<file path="src/rtl/wmem_dispatch_ctrl_pkg.sv">
// Shared constants, packet field layout and sequencer state for the filter-memory controller.
package wmem_dispatch_ctrl_pkg;

    localparam int unsigned FILTER_SIZE  = 5;
    localparam int unsigned FILTER_WORDS = FILTER_SIZE * FILTER_SIZE;
    localparam int unsigned WEIGHT_WIDTH = 8;
    localparam int unsigned ADDR_W       = 5;
    localparam int unsigned PKT_WIDTH    = 33;

    // Packet layout: [32:29] dest, [28:25] opcode, [24:0] data
    localparam int unsigned DEST_W     = 4;
    localparam int unsigned OPCODE_W   = 4;
    localparam int unsigned DATA_W     = 25;
    localparam int unsigned DEST_LSB   = 29;
    localparam int unsigned OPCODE_LSB = 25;
    localparam int unsigned DATA_LSB   = 0;

    localparam logic [DEST_W-1:0]   FIRST_PPE        = 4'd5;
    localparam logic [DEST_W-1:0]   IMEM_ID          = 4'd11;
    localparam logic [OPCODE_W-1:0] OP_WEIGHT        = 4'd0;
    localparam logic [OPCODE_W-1:0] OP_TIMESTEP_DONE = 4'd15;

    typedef logic [WEIGHT_WIDTH-1:0] weight_t;

    typedef enum logic [2:0] {
        StIdle,
        StLoad,
        StFetch,
        StSendA,
        StSendB,
        StSendDone,
        StReady
    } wdc_state_e;

    // Row r of the filter is owned by PPE FIRST_PPE + r.
    function automatic logic [DEST_W-1:0] row_dest(input logic [2:0] row);
        return FIRST_PPE + DEST_W'(row);
    endfunction

endpackage

</file>
<file path="src/rtl/wmem_dispatch_ctrl_if.sv">
// Filter SRAM port and router packet port of the weight-memory controller.
interface wmem_dispatch_ctrl_if;
    import wmem_dispatch_ctrl_pkg::*;

    logic                    mem_we;
    logic [ADDR_W-1:0]       mem_waddr;
    logic [WEIGHT_WIDTH-1:0] mem_wdata;
    logic                    mem_re;
    logic [ADDR_W-1:0]       mem_raddr;
    logic [WEIGHT_WIDTH-1:0] mem_rdata;
    logic                    pkt_valid;
    logic                    pkt_ready;
    logic [PKT_WIDTH-1:0]    pkt_data;

    // Controller side
    modport master (
        output mem_we,
        output mem_waddr,
        output mem_wdata,
        output mem_re,
        output mem_raddr,
        input  mem_rdata,
        output pkt_valid,
        input  pkt_ready,
        output pkt_data
    );

    // SRAM and router side
    modport slave (
        input  mem_we,
        input  mem_waddr,
        input  mem_wdata,
        input  mem_re,
        input  mem_raddr,
        output mem_rdata,
        input  pkt_valid,
        output pkt_ready,
        input  pkt_data
    );

endinterface

</file>
<file path="src/rtl/wdc_pkt_pack.sv">
// Combinational packet packer: dest, opcode and up to three weights into one router packet.
module wdc_pkt_pack
    import wmem_dispatch_ctrl_pkg::*;
(
    input  logic [DEST_W-1:0]       dest,
    input  logic [OPCODE_W-1:0]     opcode,
    input  logic [WEIGHT_WIDTH-1:0] w0,
    input  logic [WEIGHT_WIDTH-1:0] w1,
    input  logic [WEIGHT_WIDTH-1:0] w2,
    output logic [PKT_WIDTH-1:0]    pkt_data
);

    // Weights fill the low data bits, w0 least significant; unused data bits stay zero
    always_comb begin
        pkt_data                                = '0;
        pkt_data[DEST_LSB +: DEST_W]            = dest;
        pkt_data[OPCODE_LSB +: OPCODE_W]        = opcode;
        pkt_data[DATA_LSB +: 3 * WEIGHT_WIDTH]  = {w2, w1, w0};
    end

endmodule

</file>
<file path="src/rtl/wmem_dispatch_ctrl.sv">
// Filter-memory controller: steers the weight load into the SRAM, then reads it back row by
// row and dispatches two weight packets per PPE followed by one weights-done packet to IMEM.
module wmem_dispatch_ctrl
    import wmem_dispatch_ctrl_pkg::*;
(
    input  logic                    clk,
    input  logic                    reset,
    input  logic                    load_start,
    input  logic                    wr_valid,
    input  logic [ADDR_W-1:0]       wr_addr,
    input  logic [WEIGHT_WIDTH-1:0] wr_data,
    input  logic                    load_done,
    input  logic                    rerun,
    wmem_dispatch_ctrl_if.master    bus,
    output logic                    busy,
    output logic                    done,
    output logic [1:0]              err
);

    localparam logic [ADDR_W-1:0] FULL_COUNT = ADDR_W'(FILTER_WORDS);
    localparam logic [2:0]        LAST_WORD  = 3'(FILTER_SIZE);
    localparam logic [2:0]        LAST_ROW   = 3'(FILTER_SIZE - 1);

    // The 4-bit dest field must be able to address every row's PPE.
    if (int'(FIRST_PPE) + int'(FILTER_SIZE) - 1 > 15) begin : gen_dest_range_check
        $error("FIRST_PPE + FILTER_SIZE - 1 exceeds the 4-bit dest field");
    end

    wdc_state_e state_q, state_d;

    logic [2:0]        row_q;
    logic [2:0]        word_q;   // FETCH step: issue word_q, capture word_q-1
    logic [ADDR_W-1:0] wcnt_q;
    logic [1:0]        err_q;
    weight_t           wbuf_q [FILTER_SIZE];

    logic              wr_in_range;
    logic              wr_accept;
    logic              wr_drop;
    logic              close_load;
    logic [ADDR_W-1:0] wcnt_final;
    logic              start_load;
    logic              start_rerun;
    logic              send_state;
    logic              pkt_accept;

    logic [DEST_W-1:0]    pk_dest;
    weight_t              pk_w0, pk_w1, pk_w2;
    logic [PKT_WIDTH-1:0] pk_data;

    assign wr_in_range = wr_addr < FULL_COUNT;
    assign wr_accept   = (state_q == StLoad) && wr_valid && wr_in_range;
    assign wr_drop     = (state_q == StLoad) && wr_valid && !wr_in_range;
    assign close_load  = (state_q == StLoad) && load_done;
    // A write landing in the same cycle as load_done still counts toward the full filter
    assign wcnt_final  = wcnt_q + ADDR_W'(wr_accept);
    assign start_load  = ((state_q == StIdle) || (state_q == StReady)) && load_start;
    // load_start has priority over rerun in READY
    assign start_rerun = (state_q == StReady) && rerun && !load_start;
    assign send_state  = (state_q == StSendA) || (state_q == StSendB) ||
                         (state_q == StSendDone);
    assign pkt_accept  = send_state && bus.pkt_ready;

    // State register
    always_ff @(posedge clk) begin
        if (reset) begin
            state_q <= StIdle;
        end else begin
            state_q <= state_d;
        end
    end

    // Next-state logic
    always_comb begin
        state_d = state_q;
        unique case (state_q)
            StIdle: begin
                if (start_load) state_d = StLoad;
            end
            StLoad: begin
                if (close_load) state_d = StFetch;
            end
            StFetch: begin
                if (word_q == LAST_WORD) state_d = StSendA;
            end
            StSendA: begin
                if (pkt_accept) state_d = StSendB;
            end
            StSendB: begin
                if (pkt_accept) state_d = (row_q == LAST_ROW) ? StSendDone : StFetch;
            end
            StSendDone: begin
                if (pkt_accept) state_d = StReady;
            end
            StReady: begin
                if (start_load) begin
                    state_d = StLoad;
                end else if (start_rerun) begin
                    state_d = StFetch;
                end
            end
            default: state_d = StIdle;
        endcase
    end

    // Row/word/write counters, sticky error flags and the fetched row buffer
    always_ff @(posedge clk) begin
        if (reset) begin
            row_q  <= '0;
            word_q <= '0;
            wcnt_q <= '0;
            err_q  <= '0;
            for (int i = 0; i < int'(FILTER_SIZE); i++) begin
                wbuf_q[i] <= '0;
            end
        end else begin
            if (start_load) begin
                wcnt_q <= '0;
                err_q  <= '0;
            end
            // Saturate so a runaway load can never wrap back to a "full" count
            if (wr_accept && (wcnt_q != '1)) begin
                wcnt_q <= wcnt_q + ADDR_W'(1);
            end
            if (wr_drop) begin
                err_q[0] <= 1'b1;
            end
            if (close_load) begin
                row_q  <= '0;
                word_q <= '0;
                if (wcnt_final != FULL_COUNT) err_q[1] <= 1'b1;
            end
            if (start_rerun) begin
                row_q  <= '0;
                word_q <= '0;
            end
            if (state_q == StFetch) begin
                word_q <= (word_q == LAST_WORD) ? 3'd0 : word_q + 3'd1;
                if (word_q != 3'd0) begin
                    wbuf_q[word_q - 3'd1] <= bus.mem_rdata;
                end
            end
            if ((state_q == StSendB) && pkt_accept && (row_q != LAST_ROW)) begin
                row_q <= row_q + 3'd1;
            end
        end
    end

    // Output decode: SRAM strobes, packet fields, status
    always_comb begin
        bus.mem_we    = 1'b0;
        bus.mem_waddr = '0;
        bus.mem_wdata = '0;
        bus.mem_re    = 1'b0;
        bus.mem_raddr = '0;
        bus.pkt_valid = 1'b0;
        pk_dest       = '0;
        pk_w0         = '0;
        pk_w1         = '0;
        pk_w2         = '0;
        done          = 1'b0;
        busy          = (state_q != StIdle) && (state_q != StReady);
        unique case (state_q)
            StLoad: begin
                if (wr_accept) begin
                    bus.mem_we    = 1'b1;
                    bus.mem_waddr = wr_addr;
                    bus.mem_wdata = wr_data;
                end
            end
            StFetch: begin
                if (word_q != LAST_WORD) begin
                    bus.mem_re    = 1'b1;
                    bus.mem_raddr = ADDR_W'(32'(row_q) * FILTER_SIZE + 32'(word_q));
                end
            end
            StSendA: begin
                bus.pkt_valid = 1'b1;
                pk_dest       = row_dest(row_q);
                pk_w0         = wbuf_q[0];
                pk_w1         = wbuf_q[1];
                pk_w2         = wbuf_q[2];
            end
            StSendB: begin
                bus.pkt_valid = 1'b1;
                pk_dest       = row_dest(row_q);
                pk_w0         = wbuf_q[3];
                pk_w1         = wbuf_q[4];
            end
            StSendDone: begin
                bus.pkt_valid = 1'b1;
                pk_dest       = IMEM_ID;
                done          = bus.pkt_ready;
            end
            default: ;
        endcase
    end

    assign err = err_q;

    wdc_pkt_pack u_pkt_pack (
        .dest     (pk_dest),
        .opcode   (OP_WEIGHT),
        .w0       (pk_w0),
        .w1       (pk_w1),
        .w2       (pk_w2),
        .pkt_data (pk_data)
    );

    assign bus.pkt_data = bus.pkt_valid ? pk_data : '0;

endmodule

</file>
<file path="src/flat_wrapper.sv">
// flat-port wrapper written by rule: the top's interface ports become plain ports
module wmem_dispatch_ctrl_flat import wmem_dispatch_ctrl_pkg::*;
  (clk, reset, load_start, wr_valid, wr_addr, wr_data, load_done, rerun, busy, done, err, bus_mem_we, bus_mem_waddr, bus_mem_wdata, bus_mem_re, bus_mem_raddr, bus_mem_rdata, bus_pkt_valid, bus_pkt_ready, bus_pkt_data);
  wmem_dispatch_ctrl_if bus_i ();
  input  logic clk;
  input  logic reset;
  input  logic load_start;
  input  logic wr_valid;
  input  logic [ADDR_W-1:0] wr_addr;
  input  logic [WEIGHT_WIDTH-1:0] wr_data;
  input  logic load_done;
  input  logic rerun;
  output logic busy;
  output logic done;
  output logic [1:0] err;
  output wire logic [$bits(bus_i.mem_we)-1:0] bus_mem_we;
  output wire logic [$bits(bus_i.mem_waddr)-1:0] bus_mem_waddr;
  output wire logic [$bits(bus_i.mem_wdata)-1:0] bus_mem_wdata;
  output wire logic [$bits(bus_i.mem_re)-1:0] bus_mem_re;
  output wire logic [$bits(bus_i.mem_raddr)-1:0] bus_mem_raddr;
  input wire logic [$bits(bus_i.mem_rdata)-1:0] bus_mem_rdata;
  output wire logic [$bits(bus_i.pkt_valid)-1:0] bus_pkt_valid;
  input wire logic [$bits(bus_i.pkt_ready)-1:0] bus_pkt_ready;
  output wire logic [$bits(bus_i.pkt_data)-1:0] bus_pkt_data;
  assign bus_mem_we = bus_i.mem_we;
  assign bus_mem_waddr = bus_i.mem_waddr;
  assign bus_mem_wdata = bus_i.mem_wdata;
  assign bus_mem_re = bus_i.mem_re;
  assign bus_mem_raddr = bus_i.mem_raddr;
  assign bus_i.mem_rdata = bus_mem_rdata;
  assign bus_pkt_valid = bus_i.pkt_valid;
  assign bus_i.pkt_ready = bus_pkt_ready;
  assign bus_pkt_data = bus_i.pkt_data;
  wmem_dispatch_ctrl u_core (.clk(clk), .reset(reset), .load_start(load_start), .wr_valid(wr_valid), .wr_addr(wr_addr), .wr_data(wr_data), .load_done(load_done), .rerun(rerun), .bus(bus_i), .busy(busy), .done(done), .err(err));
endmodule
</file>
<file path="config.mk">
export PLATFORM = sky130hd
export DESIGN_NAME = wmem_dispatch_ctrl_flat
export DESIGN_NICKNAME = d
export VERILOG_FILES = /design/src/rtl/wmem_dispatch_ctrl_pkg.sv /design/src/rtl/wmem_dispatch_ctrl_if.sv /design/src/rtl/wdc_pkt_pack.sv /design/src/rtl/wmem_dispatch_ctrl.sv /design/src/flat_wrapper.sv
export SDC_FILE = /design/constraint.sdc
export NUM_CORES = 1
export LEC_CHECK = 0
export ABC_AREA = 1
export CAP_MARGIN = 20
export CORE_ASPECT_RATIO = 1.5
export CORE_MARGIN = 4
export CORE_UTILIZATION = 49
export DETAILED_ROUTE_END_ITERATION = 7
export HOLD_SLACK_MARGIN = 0.08
export PLACE_DENSITY = 0.8
export SYNTH_ARGS = -nofsm -noshare
export SYNTH_HDL_FRONTEND = slang
export SYNTH_SLANG_ARGS = --single-unit
</file>
<file path="constraint.sdc">
create_clock -name clk -period 2.9 [get_ports clk]
set_input_delay 0.58 -clock clk [delete_from_list [all_inputs] [get_ports clk]]
set_output_delay 0.58 -clock clk [all_outputs]
set_load 0.03 [all_outputs]
</file>
==> metrics.txt, run 1 <==
layout-stage area growth over the synthesis result=28.2%; PnR Total Power=between 2 and 2.5 mW; starting density of the core=just over 50%; fraction of the mapped netlist area in adder cells=under 10%; drt pass-1 iters=4; Fin. Hold Viols=0; number of buffers on the longest clock path=2; number of filler cells placed in the layout=approximately 570; top cell type by total area after synthesis=edfxtp_1; detailed-route DRC error count=0; final setup margin=roughly 0.12 ns; total global-route track usage=between 10% and 20%; share of flip-flops with an asynchronous set or reset=0%; area share of and/or/nand/nor cells after synthesis=approximately a quarter; number of buffers inserted during clock tree synthesis=5; flip-flop cell with the highest count after synthesis=edfxtp_1; global-route wire length before repair=approximately 12000 µm; result of the run=completed; type of element capturing the critical path=primary output; Critical Path Max Stage Delay=0.42 ns; proportion of layout cells with a drive suffix above 1=a little under an eighth; IO Port Bufs=80; kind of critical path=reg2out; Clock Pin Slew Worst Setup and Hold Paths=0.10 ns; cells taking the most area after synthesis=edfxtp_1 36%, nor2_1 9.9%, dfxtp_1 9.7%; share of synthesized area occupied by flip-flops and latches=between 40% and 50%; count of buffering cells on the critical path with inverters included=2; full die area=8170 µm²; hold crit path type=reg2reg; Starting DRT DRC Count=about 130; Synth Area in Compound Gates=around 8.5%; die span in x=between 70 and 80 µm; cell family contributing the most delay on the critical path=adder cells; IO Count=86; Critical Path Source Type=flop; height of the chip=109 µm; Post-Route WL=~7400 µm; multiplexer fraction of the synthesized cell area=0%; # setup viols final=0; Required @ worst endpoint=between 2 and 2.5 ns; RSZ-0062 raised after global routing=false; count of yosys warnings during synthesis=0; Critical R2R Launch=u_core.word_q[0]; MaxCap Viol Count=0; worst supply voltage drop on vdd=a little under 0.3 mV; WL/cell=13.3 µm; total cell area at the placement stage=just over 4000 µm²; clock network latency to the later pin of the worst-skew pair=just over 0.3 ns; part of the cycle the worst path needs=around 96%; via count of the first global-routing pass=2695; clock tree from TritonCTS=built; pwr dens=about 570 nW/µm²; Final Cell Area=between 4000 and 5000 µm²; number of different library cells in the post-synthesis netlist=30; top cell type's share of synthesized area=a little over a third; average vias per placed instance=around 5.1; static leakage power=just under 2 nW; clock tree skew after final layout=around 0.01 ns; Routability Congestion=~0.8; maximum number of pins on one net before global-route repair=20; post-route antenna net violation count=0; most repeated cell in the gate-level netlist after synthesis=nor2_1; post-synthesis register bit count=56; Gate Count Post-Synth=around 400; Max FO, Critical Path=6; number of pins exceeding their max-slew limit in the final report=0; maximum achievable frequency=360 MHz; number of H-tree branching levels=2; number of antenna violations at the first check in global routing=0; aggregate negative setup slack=0 ns; standard cell core area=~6500 µm²; residual overflow from global routing=0; cell area after technology mapping=around 3300 µm²; end of the worst register-to-register path=u_core.wbuf_q[3][4]; Cell Rows=36; clock root buffer=clkbuf_8; number of synthesized flops with an enable pin=40; Worst Path Arrival=between 2 and 2.5 ns; diode count=0; clock tree sinks=between 50 and 60; cell breakdown of the critical path=ha_1, ha_1, inv_1, fa_1, xor2_1, nor2_1, buf_4; worst setup slack after placement=0.230 ns; clock period minus final worst setup slack=between 2 and 3 ns; xor and xnor fraction of the mapped netlist area=under 10%; detailed-placement wirelength estimate=5830 µm; R2R cell count=7; cell with the largest stage delay on the worst path=fa_1; register-to-register setup slack=approximately 0.56 ns; Avg Inst Size Synth=around 8.4 µm²; critical path startpoint=u_core.row_q[0]; setup bufs post-CTS=0; Crit. path cell count=7; largest family of logic cells by synthesized area=simple AND/OR/NAND/NOR gates; number of vias after detailed routing=~2900; Most common cell on crit path=ha_1; net total in the final layout=approximately 530; top cells by instance count after synthesis=87 x nor2_1, 64 x inv_1, 51 x nand2_1, 40 x edfxtp_1, 19 x ha_1; endpoint of the worst setup timing path=bus_mem_raddr[3]
==> logic make-up after synthesis <==
logic type                 count (synthesis)
and+or+nand+nor                          187
buffers and inverters                     82
DFF                                       56
AOI/OAI and AO/OA                         43
adders and majority gates                 20
xor gates and xnor gates                   5
other                                      1
==> per-layer routing <==
metal / track usage (%) / routed length (µm) / share of wire [%]
met1: 20.2 / 2690 / 37
met3: 3.87 / 471 / 6.4
met2: 34.9 / 4050 / 55
met5: 0 / 0 / 0
met4: 8.02 / 165 / 2.2
==> cell usage in the layout (no fill, tap or decap), types with 2 or more instances in the layout <==
cell type,n
nor2_1,87
inv_1,64
clkdlybuf4s50_1,64
nand2_1,51
edfxtp_1,40
buf_4,24
ha_1,19
nand3_1,17
a22o_1,16
a21oi_1,15
dfxtp_1,14
o21ai_0,10
nand4_1,9
nand2_2,6
nand3_2,5
nor2_4,5
conb_1,5
clkbuf_8,5
xor2_1,4
nor3_1,4
inv_2,3
dfxtp_2,2
==> through the flow <==
stage	hold WS [ns]	utilization (%)	instances
6_report	0.474	65.0	556
4_1_cts	0.475	65.0	556
5_1_grt	0.497	65.0	556
3_5_place_dp	0.459	63.5	548
3_3_place_gp	0.450	63.5	548
2_1_floorplan	0.487	-	398
==> worst min-delay path by stage <==
stage | from | end | cells after the start
after global placement | u_core.err[0] | u_core.err[0] | 2
after detailed placement | u_core.err[0] | u_core.err[0] | 2
final | u_core.err[1] | u_core.err[1] | 2
after global routing | u_core.err[0] | u_core.err[0] | 2
after floorplan | u_core.word_q[1] | u_core.word_q[1] | 2
after CTS | u_core.err[0] | u_core.err[0] | 2
==> final cells by class <==
class | instances | area (µm²) | area share [%]
clock buffer | 5 | 68.8 | 1.62
clock inverter | 3 | 27.5 | 0.648
inverter | 68 | 255 | 6.01
multi-input combinational | 260 | 1450 | 34.2
sequential | 56 | 1520 | 35.9
tap | 76 | 95.1 | 2.24
timing repair buffer | 88 | 821 | 19.3
==> repair_timing <==
action / CTS / global route
resized for setup: 0 / 2
hold buffers: 0 / 0
endpoints found under the setup margin: 0 / 2
==> power by group <==
group          switching (mW)  leakage, nW  internal (mW)  total (mW)
Clock                   0.264       0.0463          0.178       0.442
Combinational           0.646         1.37          0.382        1.03
Sequential             0.0552        0.544          0.904       0.960
==> registers in the layout (all words and copies together) (netlist names) <==
name            cells
u_core.wbuf_q      40
u_core.wcnt_q       5
u_core.row_q        3
u_core.state_q      3
u_core.word_q       3
u_core.err          2
==> worst register-to-register path, delay by kind of cell, from the launching register on <==
| family | cells | cell delay (ns) |
|---|---|---|
| AOI/OAI and AO/OA | 1 | 0.14 |
| and+or+nand+nor | 3 | 0.82 |
| adders and majority gates | 1 | 0.32 |
| DFF | 1 | 0.40 |
| buffers and inverters | 2 | 0.34 |
Power figures use the tool's default switching activity.
==> inputs of run 2 (changes only) <==
==> constraint.sdc (replaced) <==
create_clock -name clk -period 2.9 [get_ports clk]
set_input_delay 0.58 -clock clk [delete_from_list [all_inputs] [get_ports clk]]
set_output_delay 0.58 -clock clk [all_outputs]
set_load 0.005 [all_outputs]
==> metrics.txt, run 2 (synthesized netlist as in run 1, its figures left out) <==
maximum number of pins on one net before global-route repair=19; full die area=8170 µm²; clock power share=approximately 19%; type of element capturing the critical path=primary output; Flop pwr share=a little over two fifths; Post-Route WL=a little under 8000 µm; detailed-route DRC error count=0; largest register by flop count=u_core.wbuf_q; total global-route track usage=between 20 and 25%; drt pass-1 iters=4; Clock Pin Slew Worst Setup and Hold Paths=0.10 ns; via count of the first global-routing pass=around 2800; PnR Total Power=2.23 mW; share of total power consumed by net switching=about a third; # setup viols final=0; hold crit path type=reg2reg; starting density of the core=50.7%; cts-stage hold buffer count=0; max FFs per register=40; number of H-tree branching levels=2; average vias per placed instance=between 5 and 6; number of filler cells placed in the layout=557; register-to-register setup slack=0.54 ns; IO Port Bufs=80; pwr dens=a little over 500 nW/µm²; Worst Path Arrival=2.17 ns; static leakage power=between 1.5 and 2 nW; clock tree skew after final layout=0.00550 ns; aggregate negative setup slack=0 ns; setup bufs post-CTS=0; Max FO, Critical Path=2; number of pins exceeding their max-slew limit in the final report=0; RSZ-0062 raised after global routing=false; final setup margin=about 0.15 ns; clock network latency to the later pin of the worst-skew pair=around 0.31 ns; global-route wire length before repair=approximately 13000 µm; height of the chip=~110 µm; most frequent standard cell in the layout excluding fill and tap cells=nor2_1; diode count=0; post-route antenna net violation count=0; combinational power share=a little under two fifths; number of antenna violations at the first check in global routing=0; MaxCap Viol Count=0; part of the cycle the worst path needs=94.8%; WL/cell=~14 µm; result of the run=completed; Starting DRT DRC Count=approximately 190; largest registers=u_core.wbuf_q x40, u_core.wcnt_q x5; clock tree from TritonCTS=built; residual overflow from global routing=0; detailed-placement wirelength estimate=about 6100 µm; reported net switching power=around 770 µW; Fin. Hold Viols=0; worst setup slack after placement=roughly 0.15 ns; kind of critical path=reg2out; number of buffers inserted during clock tree synthesis=5; clock period minus final worst setup slack=2.75 ns; die span in x=roughly 75 µm; clock root buffer=clkbuf_8; net total in the final layout=roughly 530; IO Count=86; maximum achievable frequency=364 MHz; number of vias after detailed routing=roughly 2900; total internal power=between 1 and 1.5 mW; standard cell core area=~6500 µm²; most frequent cells in the layout=87 x nor2_1, 77 x clkdlybuf4s50_1, 64 x inv_1, 51 x nand2_1, 40 x edfxtp_1; number of buffers on the longest clock path=2; Cell Rows=36; Critical Path Source Type=flop; Post-Place Cells=547; Required @ worst endpoint=about 2.3 ns; layout-stage area growth over the synthesis result=29.9%; Routability Congestion=approximately 0.81; proportion of layout cells with a drive suffix above 1=roughly 8.8%; worst supply voltage drop on vdd=approximately 0.26 mV; number of standard cells in the layout, taps in and fillers out=~560; clock tree sinks=56
run 2: changes by cell type in the layout (fill, tap and decap cells not counted), sizes merged:
cell / before / now
buf: 24 / 7
clkdlybuf4s50: 64 / 77
dlygate4sd2: 0 / 3
run 2: timing repair:
action	in CTS	in global routing
resized for setup	7	2
pin swaps	0	1
setup endpoints to repair	20	3
run 2: worst paths after layout:
path | depth (start not counted) | startpoint | endpoint
max | 7 | u_core.row_q[0] | bus_mem_raddr[3]
min | 2 | u_core.err[0] | u_core.err[0]
min reg2reg | 2 | u_core.err[0] | u_core.err[0]
max reg2reg | 7 | u_core.word_q[0] | u_core.wbuf_q[4][7]
run 2: final cells by class:
type / instances / area (µm²) / share of cell area (%)
sequential: 56 / 1530 / 35.4
multi-input combinational: 260 / 1490 / 34.6
timing repair buffer: 87 / 850 / 19.7
inverter: 68 / 255 / 5.93
tap: 76 / 95.1 / 2.21
clock buffer: 5 / 68.8 / 1.60
clock inverter: 3 / 21.3 / 0.494
run 2: power by group through the flow:
| stage | Clock (mW) | Combinational, mW | Sequential (mW) |
|---|---|---|---|
| 3_5_place_dp | 0 | 0.817 | 0.990 |
| 3_3_place_gp | 0 | 0.795 | 0.987 |
| 5_1_grt | 0.469 | 0.922 | 0.986 |
| 4_1_cts | 0.440 | 0.824 | 0.976 |
| 2_1_floorplan | 0 | 0.529 | 0.950 |
| 6_report | 0.431 | 0.819 | 0.978 |
run 2: per-stage QoR:
| stage | hold slack, ns | area, µm² | util [%] |
|---|---|---|---|
| global placement | 0.453 | 4180 | 64.0 |
| CTS | 0.483 | 4290 | 65.7 |
| global route | 0.499 | 4300 | 65.9 |
| finish | 0.479 | 4300 | 65.9 |
| floorplan | 0.457 | 3330 | - |
| detailed placement | 0.469 | 4180 | 64.0 |
run 2: per-layer routing:
| metal | vias to the layer above | part of all wire (%) | track usage [%] |
|---|---|---|---|
| met3 | 10 | 7.4 | 5.07 |
| li1 | 1433 | - | - |
| met2 | 105 | 56 | 39.4 |
| met1 | 1331 | 35 | 19.7 |
| met4 | 0 | 1.6 | 6.11 |
| met5 | - | 0 | 0 |
run 2: worst max-delay path: stages, from the launching register on:
cell and delay (ns):
dfxtp_1 0.33, ha_1 0.32, ha_4 0.28, inv_1 0.05, fa_1 0.42, xor2_1 0.15
nor2_1 0.07, dlygate4sd2_1 0.24
